==> src/rtl/regfile_sb.sv <==
// regfile_sb: GPR file with per-byte forwarding, writeback bypass and a post-reset zeroing sweep.
// Define REGFILE_SB_EN to build the pending-write scoreboard and pend_haz_o logic.
module regfile_sb #(
    parameter int DATA_W = 32,
    parameter int ADDR_W = 5,
    parameter int NREAD  = 2,
    parameter int NFWD   = 2
) (
    input  logic                           clk,
    input  logic                           rst_n,
    output logic                           ready_o,
    input  logic [NREAD-1:0]               re_i,
    input  logic [NREAD*ADDR_W-1:0]        raddr_i,
    output logic [NREAD*DATA_W-1:0]        rdata_o,
    input  logic [DATA_W/8-1:0]            we_i,
    input  logic [ADDR_W-1:0]              waddr_i,
    input  logic [DATA_W-1:0]              wdata_i,
    input  logic [NFWD*(DATA_W/8)-1:0]     fwd_we_i,
    input  logic [NFWD*ADDR_W-1:0]         fwd_addr_i,
    input  logic [NFWD*DATA_W-1:0]         fwd_data_i,
    output logic [NFWD-1:0]                fwd_haz_o,
    input  logic                           sb_set_i,
    input  logic [ADDR_W-1:0]              sb_addr_i,
    input  logic                           sb_clr_i,
    input  logic [ADDR_W-1:0]              sb_clr_addr_i,
    output logic [NREAD-1:0]               pend_haz_o
);
    localparam int NBYTE = DATA_W / 8;
    localparam int NREG  = 1 << ADDR_W;
    localparam logic [ADDR_W-1:0] CNT_MAX = '1;

    typedef enum logic {S_INIT, S_RUN} state_e;

    state_e            state_q;
    logic [ADDR_W-1:0] cnt_q;
    logic              ready_q;
    logic              run;

    // NOTE: sequential state uses <= so every flop samples pre-edge values regardless of block order.
    always_ff @(posedge clk or negedge rst_n) begin
        if (!rst_n) begin
            state_q <= S_INIT;
            cnt_q   <= '0;
            ready_q <= 1'b0;
        end else if (state_q == S_INIT) begin
            cnt_q <= cnt_q + 1'b1;
            if (cnt_q == CNT_MAX) begin
                state_q <= S_RUN;
                ready_q <= 1'b1;
            end
        end
    end

    assign run     = (state_q == S_RUN);
    assign ready_o = ready_q;

    logic [DATA_W-1:0] gpr_q [NREG];

    // NOTE: the array has no reset; the INIT sweep zeroes it one entry per cycle instead.
    always_ff @(posedge clk) begin
        if (!run) begin
            gpr_q[cnt_q] <= '0;
        end else if (waddr_i != '0) begin
            for (int i = 0; i < NBYTE; i++) begin
                if (we_i[i]) gpr_q[waddr_i][i*8 +: 8] <= wdata_i[i*8 +: 8];
            end
        end
    end

    logic [ADDR_W-1:0] ra [NREAD];
    logic [NREAD-1:0]  valid;

    for (genvar p = 0; p < NREAD; p++) begin : g_port
        assign ra[p]    = raddr_i[p*ADDR_W +: ADDR_W];
        assign valid[p] = run && re_i[p] && (ra[p] != '0);
    end

    logic [7:0] byte_sel;

    // NOTE: every combinational output gets a default before any branch so no path infers a latch.
    always_comb begin
        rdata_o   = '0;
        fwd_haz_o = '0;
        byte_sel  = '0;
        for (int p = 0; p < NREAD; p++) begin
            if (valid[p]) begin
                for (int i = 0; i < NBYTE; i++) begin
                    byte_sel = gpr_q[ra[p]][i*8 +: 8];
                    if (we_i[i] && waddr_i == ra[p]) byte_sel = wdata_i[i*8 +: 8];
                    // Walk oldest to youngest so the lowest-index stage overrides last.
                    for (int k = NFWD - 1; k >= 0; k--) begin
                        if (fwd_we_i[k*NBYTE + i] && fwd_addr_i[k*ADDR_W +: ADDR_W] == ra[p])
                            byte_sel = fwd_data_i[k*DATA_W + i*8 +: 8];
                    end
                    rdata_o[p*DATA_W + i*8 +: 8] = byte_sel;
                end
                for (int k = 0; k < NFWD; k++) begin
                    if (fwd_addr_i[k*ADDR_W +: ADDR_W] == ra[p] && fwd_we_i[k*NBYTE +: NBYTE] != '0)
                        fwd_haz_o[k] = 1'b1;
                end
            end
        end
    end

`ifdef REGFILE_SB_EN
    logic [NREG-1:0] pend_q, pend_d;

    // Clear is applied before set so a same-address collision leaves the register pending.
    always_comb begin
        pend_d = pend_q;
        if (!run) begin
            pend_d[cnt_q] = 1'b0;
        end else begin
            if (sb_clr_i) pend_d[sb_clr_addr_i] = 1'b0;
            if (sb_set_i && sb_addr_i != '0) pend_d[sb_addr_i] = 1'b1;
        end
    end

    always_ff @(posedge clk or negedge rst_n) begin
        if (!rst_n) pend_q <= '0;
        else        pend_q <= pend_d;
    end

    // A retiring result masks its own hazard; its data arrives via forwarding or writeback.
    always_comb begin
        pend_haz_o = '0;
        for (int p = 0; p < NREAD; p++) begin
            pend_haz_o[p] = valid[p] && pend_q[ra[p]] && !(sb_clr_i && sb_clr_addr_i == ra[p]);
        end
    end
`else
    logic unused_sb;
    assign unused_sb  = ^{sb_set_i, sb_addr_i, sb_clr_i, sb_clr_addr_i};
    assign pend_haz_o = '0;
`endif

endmodule
==> config.mk <==
export PLATFORM = sky130hd
export DESIGN_NAME = regfile_sb
export DESIGN_NICKNAME = d
export VERILOG_FILES = /design/src/rtl/regfile_sb.sv
export SDC_FILE = /design/constraint.sdc
export NUM_CORES = 1
export LEC_CHECK = 0
export ABC_AREA = 0
export CORE_ASPECT_RATIO = 1.5
export CORE_MARGIN = 3
export CORE_UTILIZATION = 40
export DETAILED_ROUTE_END_ITERATION = 12
export SLEW_MARGIN = 20
export SYNTH_ARGS = -nofsm -noshare
export SYNTH_HDL_FRONTEND = slang
export SYNTH_SLANG_ARGS = --single-unit
export TNS_END_PERCENT = 1
==> constraint.sdc <==
create_clock -name clk -period 3 [get_ports clk]
set_clock_uncertainty 0.1 [all_clocks]
set_input_delay 0.6 -clock clk [delete_from_list [all_inputs] [get_ports clk]]
set_output_delay 0.6 -clock clk [all_outputs]
set_load 0.01 [all_outputs]
Word-level counts from Yosys, hierarchy flattened
Memories as Yosys holds them, arrays and structs flattened.
Index checks and enable logic that the tools add are counted.
{"block": "op_classes", "addsub": 1, "n_eq_ne": 7, "muxes": 54, "bitwise": 1, "n_reduce_logical": 39}
{"operator": "$mux 8", "n": 24}
{"operator": "$mux 32", "n": 3}
{"operator": "$logic_and 1x1->1", "n": 32}
{"operator": "$reduce_or 32->1", "n": 1}
{"operator": "$eq 5x5->1", "n": 6}
{"operator": "$mux 1", "n": 23}
{"operator": "$reduce_bool 5->1", "n": 3}
{"operator": "$reduce_bool 4->1", "n": 2}
{"operator": "$add 5x1->5 const B", "n": 1}
{"operator": "$eq 5x5->1 const B", "n": 1}
{"operator": "$mux 5", "n": 1}
{"operator": "$mux 2", "n": 2}
{"operator": "$mux 4", "n": 1}
{"operator": "$reduce_and 2->1", "n": 1}
{"operator": "$not 1->1", "n": 1}
{"block": "word_totals", "reg_bits": 7, "ramBits": 1024, "input_bits": 149, "out_inout_bits": 69, "elab_cells": 106, "mem_count": 1}
{"name": "gpr_q", "words": 32, "width": 32, "rd": 2, "rd_ports_with_merged_regs": 0, "write_ports": 1, "line_no": "57", "text": "logic [DATA_W-1:0] gpr_q [NREG];"}

Logic depth before layout (Yosys ltp)
{"block": "depth", "ltp_word": 6, "ltp_mapped": 11, "depth_no_buf": 6}

Worst setup path before layout
Ideal clock, no wire load.
{"block": "synth_path", "path_kind": "input-to-output", "startpoint": "in raddr_i[2]", "endpoint": "out rdata_o[1]", "t_arrival_ns": 2.622, "required_ns": 2.300, "setup_slack_ns": -0.322, "cell_stages": 8, "n_path_buf": 2, "cell_sequence": "clkbuf_1 xnor2_1 and3_1 clkbuf_1 nand3_1 nand3_1 o22ai_1 a2111oi_0"}
{"block": "synth_between", "elab_chain_cells": 6, "elab_cells_between_ends": 13, "cone_classes": "3 x eq/ne; 4 x mux; 5 x reduce/logical; 1 x memory"}
{"item": "start: declaration", "line_no": "13", "text": "input logic [NREAD*ADDR_W-1:0] raddr_i,"}
{"item": "branches (longest 5 deep; another with $mem_v2 32x32)"}
{"item": "$mux 32 *", "line_no": "86", "text": "if (valid[p]) begin"}
{"item": "end: declaration", "line_no": "14", "text": "output logic [NREAD*DATA_W-1:0] rdata_o,"}
Mark *: on every way between the ends.

Final worst setup path
{"block": "layout_path", "startpoint": "in raddr_i[5]", "endpoint": "out rdata_o[53]"}
Same word-level chain as after synthesis.

==> impl_metrics.json <==
{
  "drive_gt1_share_pct": 45.4,
  "startpoint_type": "primary input",
  "layoutNonFillerInstCount": 5697,
  "drtAntennaViolNets": 0,
  "via_count": 36000,
  "finalHoldViolCount": 0,
  "hold_path_class": "in -> async",
  "area_delta_synth_final_pct": 32.2,
  "ys_seq_area_share_pct": 60.3,
  "port-buffer-count": 203,
  "cts.sinks": 1031,
  "failed_checks": "negative setup slack",
  "synth_area_mm2": 0.0513,
  "setup.worst_path.end_class": "output port",
  "io_pins": 218,
  "crit_family": "buffers and inverters",
  "critPathBufInv": 6,
  "drt_first_pass_iters": 6,
  "critPathMaxFanout": 7,
  "synth_seq_cells": 1031,
  "cts_tree": "done",
  "path_class": "in -> out",
  "drc": 0,
  "nNetsFinal": 4063,
  "top_layer_used": "met4",
  "cts-buffers-inserted": 98,
  "finalSetupViolations": 65,
  "crit_required_ns": 2.30,
  "synth_edf_count": 1024,
  "wirelength_met1_um": 68600,
  "core_area_mm2": 0.127,
  "via_per_inst": 6.32,
  "wl_per_cell_um": 35.5,
  "multi_input_area_mm2": 0.0207,
  "timing.critical_path.cells": "buf_16, buf_12, buf_4, buf_6, mux4_2, a22oi_1, nand2_1, nor2_4, o31ai_4, buf_4, clkdlybuf4s15_2",
  "synth_top_flop_cell": "edfxtp_1",
  "n_fill_cell": 10100,
  "synth_top_area_share_pct": 59.9,
  "synthCells": 2983,
  "initial_core_util_pct": 40.4,
  "final_util_pct": 53.4,
  "post-route-period-util_pct": 123,
  "slowest_stage": "mux4_2",
  "drtIter0Drc": 4571,
  "slew_headroom_pct": 47.9,
  "clockBufferDepth": 3,
  "clk_latency_ns": 0.72,
  "synthTopCellsByCount": "edfxtp_1, mux4_2, nor2_1",
  "worst_pin_slew_ns": 0.780,
  "die_w_um": 298,
  "finalCriticalPeriod_ns": 3.68,
  "place_congestion": 1.02,
  "arrival_ns": 2.98,
  "die_area_mm2": 0.133,
  "regArea_mm2": 0.0309,
  "syn_area_per_cell_um2": 17.2,
  "antenna_found_initial": 3,
  "grt_start_max_net_pins": 33,
  "dp_cells": 5433,
  "drv_slew": 0,
  "cts_root_buf": "clkbuf_16",
  "yosys.area.top_type": "edfxtp_1",
  "grt_pass1_wl_um": 282000,
  "ir_drop_v": 0.000409,
  "cpPeakStageDelay_ns": 0.54,
  "fin_ws_ns": -0.677,
  "overflow": 0,
  "cap_violations": 0,
  "grt.total_usage_pct": 30.2,
  "power_uw": 33300,
  "grt_pass1_vias": 37700,
  "wl_met2_um": 99300,
  "met3_length_um": 18400,
  "rsz0062_at_grt": "yes",
  "dieHeight_um": 445,
  "power_density_mw_per_mm2": 491,
  "synthTopCellsByArea": "edfxtp_1, mux4_2, mux2i_1",
  "yosys_warnings": 0,
  "max_clock_freq_mhz": 272,
  "num_rows": 160,
  "dp_hpwl_um": 148000,
  "timing.hold.ws_ns": 0.124,
  "h-tree-depth": 3,
  "routed_wl_um": 202000,
  "power_leakage_uw": 0.0238,
  "status": "complete, but fails checks",
  "crit_path_frequent_cell": "buf_4",
  "clk_pin_slew_ns": 0.07,
  "synthMostInstantiatedCell": "edfxtp_1",
  "synth_cell_types": 69,
  "async_flop_share_pct": 0.679
}
==> cells by family after synthesis <==
kind of cell	synth area share (%)
flops	60.3
mux	26.2
simple gates	5.57
compound gates	4.91
buf+inv	2.45
xor+xnor	0.563
fa+ha+maj	0.0488
other cells	0.00731
==> final timing paths <==
check,startpoint,to,slack [ns],cells after the start
setup / recovery,raddr_i[5],rdata_o[53],-0.68,11
hold / removal,rst_n,cnt_q[2]$_DFFE_PN0N_,0.12,1
setup reg to reg,run$_DFF_PN0_,gpr_q[15][5]$_DFFE_PP_,0.20,9
hold reg to reg,ready_o$_DFFE_PN0P_,ready_o$_DFFE_PN0P_,0.49,1
max in group asynchronous,rst_n,run$_DFF_PN0_,2.30,1
min in group clk,ready_o$_DFFE_PN0P_,ready_o$_DFFE_PN0P_,0.49,1
==> layer usage <==
metal	GRT usage, %	up-vias
li1	-	14400
met2	50.4	2257
met5	0	-
met1	35.5	18800
met4	20.4	0
met3	5.87	565
==> state kept, by name, indices dropped and copies added, names as in the netlist <==
signal and count:
gpr_q 1024, cnt_q 5, ready_o 1, run 1
==> through the flow <==
stage | setup slack [ns] | TNS (ns) | area, um2
final | -0.677 | -33.83 | 67900
after global routing | -0.717 | -37.47 | 67900
after CTS | -0.692 | -35.86 | 67300
after detailed placement | -1.75 | -1015.64 | 62200
after global placement | -1.72 | -956.53 | 62200
after floorplan | -0.0752 | -3.84 | 51700
==> cell type report <==
class | count | share of cell area [%]
Sequential cell | 1031 | 45.6
Multi-Input combinational cell | 1707 | 30.5
Timing Repair Buffer | 1060 | 16.0
Clock buffer | 118 | 3.82
Tap cell | 1701 | 3.14
Clock inverter | 64 | 0.830
Inverter | 14 | 0.0866
Antenna cell | 2 | 0.00737
==> power breakdown <==
part / switching (uW) / total [uW] / internal [uW]
clock network: 5600 / 12500 / 6860
logic: 2640 / 4910 / 2270
registers: 8.65 / 16000 / 15900
==> cell usage in the layout, fill, tap and decap left out, types with 13 or more instances in the layout <==
| master | n |
|---|---|
| a21oi_1 | 41 |
| a22oi_1 | 14 |
| and2_1 | 35 |
| and3_1 | 16 |
| buf_12 | 165 |
| buf_16 | 13 |
| buf_2 | 35 |
| buf_4 | 639 |
| buf_6 | 36 |
| clkbuf_1 | 17 |
| clkbuf_16 | 102 |
| clkdlybuf4s50_1 | 113 |
| clkinv_1 | 27 |
| clkinv_2 | 16 |
| dlygate4sd2_1 | 22 |
| edfxtp_1 | 1024 |
| mux2i_1 | 150 |
| mux2i_2 | 13 |
| mux4_2 | 519 |
| nand2_1 | 154 |
| nand2_2 | 15 |
| nand3_1 | 36 |
| nor2_1 | 193 |
| nor3_1 | 25 |
| nor3_2 | 15 |
| o21ai_0 | 29 |
| o21ai_1 | 17 |
| o221ai_1 | 20 |
| o22ai_1 | 47 |
| xnor2_1 | 13 |
==> repair_timing <==
action                     CTS  global route
cloned                       6             1
setup endpoints to repair  332           481
gates resized for setup    509           101
buffers inserted            55            20
pin swaps                   78            29
hold buffers                 0             0
(Power assumes the default switching activity.)
